$ cat src/rtl/fir_pkg.sv
// Shared types and constants for the adaptive FIR compute stage.
package fir_pkg;

    function automatic int clogb2(input int n);
        int r;
        r = 0;
        while ((1 << r) < n) r++;
        return (r < 1) ? 1 : r;
    endfunction

    // Widths for the default build (8-bit data, 8 taps).
    localparam int ACC_W = 2 * 8 + clogb2(8);
    localparam int OUT_W = 16;

    typedef enum logic [2:0] {
        INIT,
        IDLE,
        WRITE,
        READ,
        DRAIN,
        OUT
    } seq_state_t;

endpackage

$ cat src/rtl/fir_mac.sv
// Read-valid pipe matching the RAM latency, plus signed multiply-accumulate.
module fir_mac
    import fir_pkg::*;
#(
    parameter int RAM_WIDTH = 8,
    parameter int RD_LAT    = 2,
    parameter int ACC_W     = 19
) (
    input  logic                        clk,
    input  logic                        rst_n,
    input  logic                        clr,
    input  logic                        issue,
    input  logic [RAM_WIDTH-1:0]        x_data,
    input  logic [RAM_WIDTH-1:0]        h_data,
    output logic signed [ACC_W-1:0]     acc_next,
    output logic                        pending
);

    logic [RD_LAT-1:0]                vld_p;
    logic signed [ACC_W-1:0]          acc;
    logic signed [2*RAM_WIDTH-1:0]    x_ext;
    logic signed [2*RAM_WIDTH-1:0]    h_ext;
    logic signed [2*RAM_WIDTH-1:0]    prod;

    assign x_ext = (2*RAM_WIDTH)'($signed(x_data));
    assign h_ext = (2*RAM_WIDTH)'($signed(h_data));
    assign prod  = x_ext * h_ext;

    always_comb begin
        acc_next = acc;
        if (clr)
            acc_next = '0;
        else if (vld_p[RD_LAT-1])
            acc_next = acc + ACC_W'(prod);
    end

    always_ff @(posedge clk or negedge rst_n) begin
        if (!rst_n) begin
            vld_p <= '0;
            acc   <= '0;
        end else begin
            vld_p[0] <= issue;
            for (int i = 1; i < RD_LAT; i++)
                vld_p[i] <= vld_p[i-1];
            acc <= acc_next;
        end
    end

    // Reads still in flight other than the one landing this cycle.
    generate
        if (RD_LAT > 1) begin : g_pend
            assign pending = |vld_p[RD_LAT-2:0];
        end else begin : g_nopend
            assign pending = 1'b0;
        end
    endgenerate

endmodule

$ cat src/rtl/fir_tap_sequencer.sv
// FIR compute stage: stores each sample in the circular X RAM, walks all taps, outputs y[n].
// Build option FIR_OUT_SAT_EN: clamp the output to OUT_W bits and flag it on m_sat (otherwise wrap).
module fir_tap_sequencer #(
    parameter int RAM_WIDTH   = 8,
    parameter int ORDER       = 8,
    parameter int X_RAM_DEPTH = 8,
    parameter int RD_LAT      = 2,
    parameter int OUT_W       = fir_pkg::OUT_W,
    parameter int FRAC_BITS   = 0
) (
    input  logic                                    clk,
    input  logic                                    rst_n,
    input  logic                                    s_valid,
    output logic                                    s_ready,
    input  logic [RAM_WIDTH-1:0]                    s_data,
    output logic                                    x_we,
    output logic [fir_pkg::clogb2(X_RAM_DEPTH)-1:0] x_waddr,
    output logic [RAM_WIDTH-1:0]                    x_wdata,
    output logic [fir_pkg::clogb2(X_RAM_DEPTH)-1:0] x_raddr,
    input  logic [RAM_WIDTH-1:0]                    x_rdata,
    output logic [fir_pkg::clogb2(ORDER)-1:0]       h_raddr,
    input  logic [RAM_WIDTH-1:0]                    h_rdata,
    output logic                                    m_valid,
    input  logic                                    m_ready,
    output logic [OUT_W-1:0]                        m_data,
    output logic                                    m_sat,
    output logic                                    busy
);

    localparam int AW    = fir_pkg::clogb2(X_RAM_DEPTH);
    localparam int HW    = fir_pkg::clogb2(ORDER);
    localparam int ACC_W = 2 * RAM_WIDTH + HW;

    import fir_pkg::*;

    seq_state_t                   state, state_next;
    logic [AW-1:0]                cnt;
    logic [AW-1:0]                wr_ptr;
    logic signed [RAM_WIDTH-1:0]  sample;
    logic                         init_arm;
    logic                         mac_clr;
    logic                         mac_issue;
    logic                         mac_pending;
    logic                         drain_done;
    logic signed [ACC_W-1:0]      acc_next;
    logic [OUT_W:0]               shaped;

`ifdef FIR_OUT_SAT_EN
    function automatic logic [OUT_W:0] shape_out(input logic signed [ACC_W-1:0] a);
        logic signed [ACC_W-1:0] v;
        longint vl, hi, lo;
        v  = a >>> FRAC_BITS;
        vl = longint'(v);
        hi = (longint'(1) <<< (OUT_W - 1)) - 1;
        lo = -hi - 1;
        if (vl > hi) return {1'b1, OUT_W'(hi)};
        if (vl < lo) return {1'b1, OUT_W'(lo)};
        return {1'b0, OUT_W'(vl)};
    endfunction
`else
    function automatic logic [OUT_W:0] shape_out(input logic signed [ACC_W-1:0] a);
        logic signed [ACC_W-1:0] v;
        v = a >>> FRAC_BITS;
        return {1'b0, OUT_W'(v)};
    endfunction
`endif

    assign shaped = shape_out(acc_next);
    // busy stays low while reset is held and for the single settle cycle after it.
    assign busy   = init_arm && (state != IDLE);

    always_ff @(posedge clk or negedge rst_n) begin
        if (!rst_n)
            state <= INIT;
        else
            state <= state_next;
    end

    always_comb begin
        state_next = state;
        s_ready    = 1'b0;
        x_we       = 1'b0;
        x_waddr    = '0;
        x_wdata    = '0;
        x_raddr    = '0;
        h_raddr    = '0;
        mac_clr    = 1'b0;
        mac_issue  = 1'b0;
        drain_done = 1'b0;
        case (state)
            INIT: begin
                x_we    = init_arm;
                x_waddr = cnt;
                if (init_arm && cnt == AW'(X_RAM_DEPTH - 1))
                    state_next = IDLE;
            end
            IDLE: begin
                s_ready = 1'b1;
                if (s_valid)
                    state_next = WRITE;
            end
            WRITE: begin
                x_we       = 1'b1;
                x_waddr    = wr_ptr;
                x_wdata    = sample;
                mac_clr    = 1'b1;
                state_next = READ;
            end
            READ: begin
                x_raddr   = wr_ptr - cnt;
                h_raddr   = HW'(cnt);
                mac_issue = 1'b1;
                if (cnt == AW'(ORDER - 1))
                    state_next = DRAIN;
            end
            DRAIN: begin
                // Exit while the final product is landing; acc_next already includes it.
                if (!mac_pending) begin
                    drain_done = 1'b1;
                    state_next = OUT;
                end
            end
            OUT: begin
                if (m_ready)
                    state_next = IDLE;
            end
            default: state_next = INIT;
        endcase
    end

    always_ff @(posedge clk or negedge rst_n) begin
        if (!rst_n) begin
            cnt      <= '0;
            wr_ptr   <= '0;
            sample   <= '0;
            init_arm <= 1'b0;
            m_valid  <= 1'b0;
            m_data   <= '0;
            m_sat    <= 1'b0;
        end else begin
            init_arm <= 1'b1;
            if ((state == INIT && init_arm) || state == READ)
                cnt <= (state_next == state) ? cnt + 1'b1 : '0;
            else
                cnt <= '0;
            if (state == IDLE && s_valid)
                sample <= s_data;
            if (drain_done) begin
                wr_ptr  <= wr_ptr + 1'b1;
                m_valid <= 1'b1;
                m_data  <= shaped[OUT_W-1:0];
                m_sat   <= shaped[OUT_W];
            end else if (state == OUT && m_ready) begin
                m_valid <= 1'b0;
            end
        end
    end

    fir_mac #(
        .RAM_WIDTH (RAM_WIDTH),
        .RD_LAT    (RD_LAT),
        .ACC_W     (ACC_W)
    ) u_mac (
        .clk      (clk),
        .rst_n    (rst_n),
        .clr      (mac_clr),
        .issue    (mac_issue),
        .x_data   (x_rdata),
        .h_data   (h_rdata),
        .acc_next (acc_next),
        .pending  (mac_pending)
    );

endmodule

$ cat config.mk
export PLATFORM = sky130hd
export DESIGN_NAME = fir_tap_sequencer
export DESIGN_NICKNAME = d
export VERILOG_FILES = /design/src/rtl/fir_pkg.sv /design/src/rtl/fir_mac.sv /design/src/rtl/fir_tap_sequencer.sv
export SDC_FILE = /design/constraint.sdc
export NUM_CORES = 1
export LEC_CHECK = 0
export ABC_AREA = 1
export BUFFER_PORTS_ARGS = -buffer_cell sky130_fd_sc_hd__clkbuf_2
export CAP_MARGIN = 5
export CORE_ASPECT_RATIO = 2
export CORE_UTILIZATION = 55
export CTS_BUF_LIST = sky130_fd_sc_hd__clkbuf_8
export CTS_CLUSTER_DIAMETER = 40
export CTS_CLUSTER_SIZE = 25
export DETAILED_ROUTE_END_ITERATION = 8
export PLACE_DENSITY = 0.75
export SLEW_MARGIN = 20
export SYNTH_ARGS = -nofsm -noshare
export SYNTH_HDL_FRONTEND = slang
export SYNTH_HIERARCHICAL = 1
export SYNTH_SLANG_ARGS = --single-unit
$ cat constraint.sdc
create_clock -name clk -period 5.85 [get_ports clk]
set_input_delay 0.2925 -clock clk [delete_from_list [all_inputs] [get_ports clk]]
set_output_delay 0.2925 -clock clk [all_outputs]
set_load 0.005 [all_outputs]
Word level (Yosys, flattened, before mapping):

Index checks and enable logic that the tools add are counted.

* muxes and demuxes: 22
* reductions and logical operators: 9
* eq/ne operators: 8
* div/mod/pow operators: 0
* add/subtract/negate cells: 4
* magnitude comparators: 0
* bitwise operators: 0
* multiply operators: 1
* shifts and indexed selects: 0

Operators with widths (number)
* $mux 19: 2
* $mux 3: 9
* $add 19x16->19: 1
* $pmux 3 s6: 1
* $mul 8x8->16: 1
* $eq 3x3->1 const B: 3
* $mux 8: 1
* $mux 1: 7
* $add 3x1->3 const B: 2
* $eq 3x2->1 const B: 2
* $pmux 3 s2: 1
* $logic_and 1x1->1: 5
* $reduce_bool 2->1: 2
* $eq 3x1->1 const B: 1
* $eq 3x3->1: 1
* $logic_not 3->1: 1
* $ne 3x1->1 const B: 1
* $sub 3x3->3: 1
* $pmux 1 s2: 1
* $logic_or 1x1->1: 1

* output and inout bits: 38
* memories: 0
* register bits after elaboration: 56
* ROM bits: 0
* logic and storage cells: 54
* RAM bits: 0
* latch bits: 0

Longest topological paths before layout:

Gate-level depths: netlist (run 1).

* depth after elaboration: 7
* depth in mapped cells: 23

Cells and area by module:

Netlist (run 1), hierarchy kept.

By module, submodules not included
* fir_mac: sequential area each 525.5 sq um, area an instance 4551.9 sq um, cells each 579, instances 1
* fir_tap_sequencer: sequential area each 875.8 sq um, area an instance 1736.7 sq um, cells each 207, instances 1

Worst setup path after synthesis (run 1):

No wires, ideal clock.

* kind: input port to flip-flop
* start point: input port h_rdata[7]
* end point: register m_data[14]
* path buffers: 0
* data arrival time: 4.532 ns
* data required time: 5.734 ns
* stages: 21
* setup time: 0.116 ns
* slack: 1.202 ns
* path through: clkinv_1 or2_2 fa_1 fa_1 inv_1 fa_1 fa_1 fa_1 ha_1 nand2_1 nand2_1 nand2_1 nand2_1 a21oi_1 nand2_1 nand2_1 nand2_1 o21ai_0 inv_1 nand2_1 nand2_1

* longest elaborated chain between the ends: 4

Ends and longest elaborated chain
* start, declared: RTL line fir_tap_sequencer.sv:22 `input logic [RAM_WIDTH-1:0] h_rdata,`
* $mul 8x8->16: RTL line fir_mac.sv:27 `assign prod = x_ext * h_ext;`
* $add 19x16->19: RTL line fir_mac.sv:34 `acc_next = acc + ACC_W'(prod);`
* $mux 19: RTL line fir_mac.sv:33 `else if (vld_p[RD_LAT-1])`
* $mux 19: RTL line fir_mac.sv:31 `if (clr)`
* named net acc_next[14]: RTL line fir_tap_sequencer.sv:45 `logic signed [ACC_W-1:0] acc_next;`
* end signal, assigned: RTL line fir_tap_sequencer.sv:151 `m_data <= shaped[OUT_W-1:0];`
* end, declared: RTL line fir_tap_sequencer.sv:25 `output logic [OUT_W-1:0] m_data,`

The timed path passes the listed nets, and every way through them passes these cells. The select of a mux whose other input is x is not followed.
A chain may end at the register's enable or synchronous reset.

Worst setup path after layout (run 1):

Ends and elaborated chain as after synthesis.

==> results of run 1 <==
==> worst max-delay path, cell delays in order <==
cell      delay [ns]
clkbuf_2        0.08
clkinv_1        0.13
or2_2           0.33
fa_1            0.51
fa_1            0.54
inv_1           0.05
fa_1            0.53
fa_1            0.58
fa_1            0.42
ha_1            0.37
nand2_1         0.11
nand2_1         0.05
nand2_1         0.09
nand2_1         0.07
a21oi_1         0.12
nand2_1         0.09
nand2_1         0.06
nand2_1         0.04
o21ai_0         0.17
inv_1           0.07
nand2_1         0.06
nand2_1         0.05
==> worst max-delay path by stage <==
stage,start,endpoint,slack [ns],cells after the start
detailed placement,h_rdata[7],m_data[14]$_DFFE_PN0P_,0.89,22
global route,h_rdata[7],m_data[14]$_DFFE_PN0P_,0.91,22
global placement,h_rdata[7],m_data[14]$_DFFE_PN0P_,0.96,22
floorplan,h_rdata[7],m_data[14]$_DFFE_PN0P_,1.21,21
finish,h_rdata[7],m_data[14]$_DFFE_PN0P_,1.22,22
CTS,h_rdata[7],m_data[14]$_DFFE_PN0P_,1.21,22
==> layout by cell type, fill, tap and decap left out, types with 3 or more instances in the layout <==
| cell type | count |
|---|---|
| ha_1 | 42 |
| nand3_1 | 13 |
| a21oi_1 | 20 |
| nand2_1 | 149 |
| o21ai_0 | 15 |
| o22ai_1 | 3 |
| xor2_1 | 7 |
| fa_1 | 77 |
| nor2_2 | 4 |
| nand2_2 | 8 |
| nand3_2 | 7 |
| nor2_1 | 58 |
| clkbuf_2 | 64 |
| clkbuf_8 | 5 |
| dfrtp_1 | 53 |
| inv_2 | 5 |
| inv_1 | 158 |
==> stage by stage <==
stage	util [%]	hold slack [ns]	cells	setup WS, ns	area [µm²]
final	61.8	0.0770	849	1.22	6030
after global placement	60.7	0.364	842	0.957	5930
after CTS	61.8	0.105	849	1.21	6030
after detailed placement	60.7	0.363	842	0.889	5930
after floorplan	-	-0.00309	670	1.21	5570
after global routing	61.8	0.154	849	0.910	6030
==> registers in the layout, indices dropped and copies added, names as in the netlist <==
register	cells
m_data	16
u_mac/acc	16
sample	8
cnt	3
state	3
wr_ptr	3
u_mac/vld_p	2
init_arm	1
m_valid	1
==> routing by layer <==
metal / vias up / wire [µm]
met5: - / 0
met4: 0 / 282
met3: 16 / 213
met2: 78 / 6940
met1: 2046 / 3780
li1: 2033 / -
==> layout make-up <==
| type | instances | area, µm² |
|---|---|---|
| repair buffers | 66 | 335 |
| clock buffers | 5 | 68.8 |
| multi-input cells | 426 | 3480 |
| clock inverters | 2 | 35.0 |
| well taps | 132 | 165 |
| fillers | 874 | 3730 |
| inverters | 165 | 622 |
| flip-flops and latches | 53 | 1330 |
==> results.sh, run 1 <==
export IMPL_start_util_pct=57.1
export IMPL_hold_class="in -> async"
export IMPL_postCtsSetupBuffers=0
export IMPL_fin_tns_setup_ns=0
export IMPL_cap_violations=0
export IMPL_syn_area_per_cell_um2=8.32
export IMPL_syn_num_nets=817
export IMPL_worst_setup_path_start_kind="input pin"
export IMPL_nets=864
export IMPL_ys_warn_count=6
export IMPL_avgViaCountPerCell=4.92
export IMPL_clock_fmax_ghz=0.216
export IMPL_grt_max_degree=54
export IMPL_worstReg2RegStart="u_mac/acc[6]$_DFF_PN0_"
export IMPL_reg2reg_slack_ns=1.44
export IMPL_final_hold_viol_count=0
export IMPL_period_share_pct=79.2
export IMPL_tightest_slew_ns=0.649
export IMPL_cts_resized=0
export IMPL_status="complete, no violations"
export IMPL_dp_hpwl_um=9820
export IMPL_drt_wl_total_um=11200
export IMPL_reg2regPathDepth=22
export IMPL_critPathKind="in -> reg"
export IMPL_clock_latency_ns=0.31
export IMPL_dr_total_vias=4173
export IMPL_synth_area_um2=5570
export IMPL_die_y_um=144
export IMPL_htreeDepth=2
export IMPL_grt_busiest_layer="met2"
export IMPL_port_buffers=64
export IMPL_drive_gt1_share_pct=14.6
export IMPL_drcViolationCount=0
export IMPL_rsz0062_at_grt="no"
export IMPL_cts_sinks=53
export IMPL_die_area_um2=10600
export IMPL_ios=66
export IMPL_clkSlewWorstSetupHoldPaths_ns=0.09
export IMPL_core_area_um2=9760
export IMPL_firstDrtPassIters=4
export IMPL_finalCriticalPeriod_ns=4.63
export IMPL_cts_tree="done"
export IMPL_fin_skew_ns=0.00329
export IMPL_num_rows=51
export IMPL_chipWidth_um=73.2
export IMPL_r2r_end="m_data[14]$_DFFE_PN0P_"
export IMPL_setup_viol=0
export IMPL_grt_use_met3_pct=1.32
export IMPL_required_ns=6.05
export IMPL_routabilityCongestion=0.862
export IMPL_crit_path_end_kind="flop"
export IMPL_antenna_diode_count=0
export IMPL_gr_total_overflow=0
export IMPL_grt_antenna_before_repair=0
export IMPL_grtUsageMet2_pct=50.0
export IMPL_hold_buffers=0
export IMPL_syn_inst=670
export IMPL_drt_iter0_markers=133
export IMPL_wl_per_cell_um=13.2
export IMPL_ant_nets=0
export IMPL_worstPathArrival_ns=4.84
export IMPL_grt_pass1_wl_um=19600
export IMPL_clockBufferDepth=2
export IMPL_slew_viol_final=0
export IMPL_syn_to_final_growth_pct=8.24
export IMPL_root_buffer="clkbuf_8"
export IMPL_first_global_vias=4485
export IMPL_slew_headroom_pct=56.7
export IMPL_gr_usage_met1_pct=24.1
export IMPL_grt_usage_pct=24.4
export IMPL_numCtsBuffers=5
export IMPL_cp_max_fo=6
Power of run 1 is left out: the tool's default activity adds up to more than one toggle a clock period on the data nets, which glitch-free logic cannot reach.
==> inputs of run 2 (changes only) <==
Settings changed: ABC_AREA 1 to 0, PLACE_DENSITY 0.75 to 0.79.
Clock period 5.85 ns to 4 ns, I/O delays scaled along.
==> run 2 against run 1 <==
The flow now finishes with violations (negative hold slack, negative setup slack). Global-route usage rose by 1.5 points. Final area increased by 8.4%. Wire length rose by 3.6%. Count of clock-buffer cells in the layout is the same. Synthesized cell count fell by 23%. Setup slack worse by 1.8 ns. Sequential cell count is the same. Area after synthesis down 4.1%. Sequential share of layout area decreased by 1.7 points.
==> results.sh, run 2 <==
export IMPL_hold_buffers=0
export IMPL_required_ns=4.20
export IMPL_crit_family="adder cells"
export IMPL_clockBufferDepth=2
export IMPL_htreeDepth=2
export IMPL_grt_max_degree=54
export IMPL_finalCriticalPeriod_ns=4.59
export IMPL_cts_tree="done"
export IMPL_synth_area_um2=5340
export IMPL_chipWidth_um=71.7
export IMPL_clock_latency_ns=0.31
export IMPL_slowest_stage="fa_2"
export IMPL_fin_tns_setup_ns=-7.36
export IMPL_holdWs_ns=-0.0180
export IMPL_antenna_diode_count=0
export IMPL_syn_to_final_growth_pct=22.4
export IMPL_fin_skew_ns=0.00971
export IMPL_slowest_delay_ns=0.54
export IMPL_clock_fmax_ghz=0.218
export IMPL_reg_largest_list="m_data: 16 flops, u_mac/acc: 16 flops, sample: 8 flops"
export IMPL_avgViaCountPerCell=5.35
export IMPL_status="finished, violations left"
export IMPL_mostFrequentLayoutCells="inv_1 (82), fa_1 (73), clkbuf_2 (64)"
export IMPL_nets=777
export IMPL_cts_sinks=53
export IMPL_critPathKind="reg -> reg"
export IMPL_clkSlewWorstSetupHoldPaths_ns=0.10
export IMPL_grt_usage_pct=26.0
export IMPL_period_share_pct=115
export IMPL_fin_ws_ns=-0.585
export IMPL_grt_pass1_wl_um=20700
export IMPL_port_buffers=64
export IMPL_worst_setup_path_start_kind="flop"
export IMPL_slew_headroom_pct=51.7
export IMPL_r2r_end="m_data[10]$_DFFE_PN0P_"
export IMPL_worst_path_buf_inv=5
export IMPL_final_common_cell="inv_1"
export IMPL_crit_path_end_kind="flop"
export IMPL_violations="negative hold slack, negative setup slack"
export IMPL_nFillCells=701
export IMPL_num_rows=50
export IMPL_numCtsBuffers=5
export IMPL_first_global_vias=4581
export IMPL_dr_total_vias=3935
export IMPL_ant_nets=0
export IMPL_syn_area_per_cell_um2=10.4
export IMPL_cp_depth=18
export IMPL_cp_max_fo=3
export IMPL_firstDrtPassIters=4
export IMPL_fin_area_um2=6540
export IMPL_rsz0062_at_grt="yes"
export IMPL_placed_area_um2=6210
export IMPL_dp_hpwl_um=9590
export IMPL_syn_num_nets=663
export IMPL_routabilityCongestion=0.940
export IMPL_hold_class="in -> async"
export IMPL_drcViolationCount=0
export IMPL_cap_violations=0
export IMPL_reg2regPathDepth=18
export IMPL_drive_gt1_share_pct=33.1
export IMPL_drt_iter0_markers=61
export IMPL_multi_input_area_um2=3840
export IMPL_gr_total_overflow=0
export IMPL_reg2reg_slack_ns=-0.59
export IMPL_final_hold_viol_count=21
export IMPL_start_util_pct=56.9
export IMPL_tightest_slew_ns=0.724
export IMPL_die_area_um2=10100
export IMPL_drt_wl_total_um=11600
export IMPL_grt_antenna_before_repair=0
export IMPL_crit_top_cell="inv_2"
export IMPL_root_buffer="clkbuf_8"
export IMPL_cp_cell_sequence="inv_2, fa_1, inv_2, fa_1, inv_2, fa_2, inv_2, fa_2, ha_4, ha_4, nor2b_4, o31a_1, buf_4, o21a_1, nor3_2, nand3b_1, a21oi_2, mux2_4"
export IMPL_setup_viol=19
export IMPL_slew_viol_final=0
export IMPL_worstReg2RegStart="u_mac/acc[6]$_DFF_PN0_"
export IMPL_ys_warn_count=6
export IMPL_core_area_um2=9380
export IMPL_ios=66
export IMPL_die_y_um=141
export IMPL_seqCellArea_um2=1330
export IMPL_wl_per_cell_um=15.8
export IMPL_syn_inst=516
export IMPL_worstPathArrival_ns=4.78
## run 2: worst reg2reg max path, stage by stage (launching register included)
cell	delay, ns
dfrtp_1	0.40
inv_2	0.05
fa_1	0.49
inv_2	0.04
fa_1	0.49
inv_2	0.05
fa_2	0.54
inv_2	0.04
fa_2	0.54
ha_4	0.20
ha_4	0.22
nor2b_4	0.12
o31a_1	0.28
buf_4	0.15
o21a_1	0.19
nor3_2	0.16
nand3b_1	0.15
a21oi_2	0.08
mux2_4	0.29
## run 2: repair_timing
action | in CTS | in global routing
setup endpoints to repair | 19 | 20
endpoints found under the hold margin | 0 | 0
pin swaps | 32 | 16
gates resized for setup | 27 | 8
cloned | 0 | 0
buffers inserted | 11 | 5
## run 2: how the worst max path moves through the flow
stage / startpoint / slack [ns] / end
2_1_floorplan: x_rdata[7] / -0.43 / m_data[14]$_DFFE_PN0P_
3_3_place_gp: x_rdata[7] / -0.72 / m_data[15]$_DFFE_PN0P_
3_5_place_dp: x_rdata[7] / -0.80 / m_data[15]$_DFFE_PN0P_
4_1_cts: u_mac/acc[6]$_DFF_PN0_ / -0.58 / m_data[14]$_DFFE_PN0P_
5_1_grt: u_mac/acc[6]$_DFF_PN0_ / -0.76 / m_data[10]$_DFFE_PN0P_
6_report: u_mac/acc[6]$_DFF_PN0_ / -0.59 / m_data[10]$_DFFE_PN0P_
## run 2: through the flow
step / std cells / worst slack, ns / utilization, % / hold WS (ns)
after global routing: 735 / -0.760 / 69.7 / 0.0413
after floorplan: 516 / -0.433 / - / -0.0956
after CTS: 731 / -0.576 / 69.1 / 0.00557
after detailed placement: 713 / -0.798 / 66.2 / 0.354
after global placement: 713 / -0.720 / 66.2 / 0.343
final: 735 / -0.585 / 69.7 / -0.0180
## run 2: layer usage
metal / share of wire, % / wire [µm] / vias to the layer above / track usage (%)
li1: - / - / 1842 / -
met1: 36 / 4230 / 1979 / 27.7
met2: 59 / 6840 / 94 / 51.5
met3: 2.5 / 285 / 20 / 1.92
met4: 2.4 / 274 / 0 / 9.18
met5: 0 / 0 / - / 0
## run 2: cell type report
cell class                      count  share of cell area, %
Sequential cell                    53                   20.3
Clock buffer                        5                   1.05
Clock inverter                      3                  0.708
Tap cell                          104                   1.99
Timing Repair Buffer              121                   11.8
Multi-Input combinational cell    356                   58.8
Inverter                           93                   5.39
Power of run 2 is left out for the same reason.
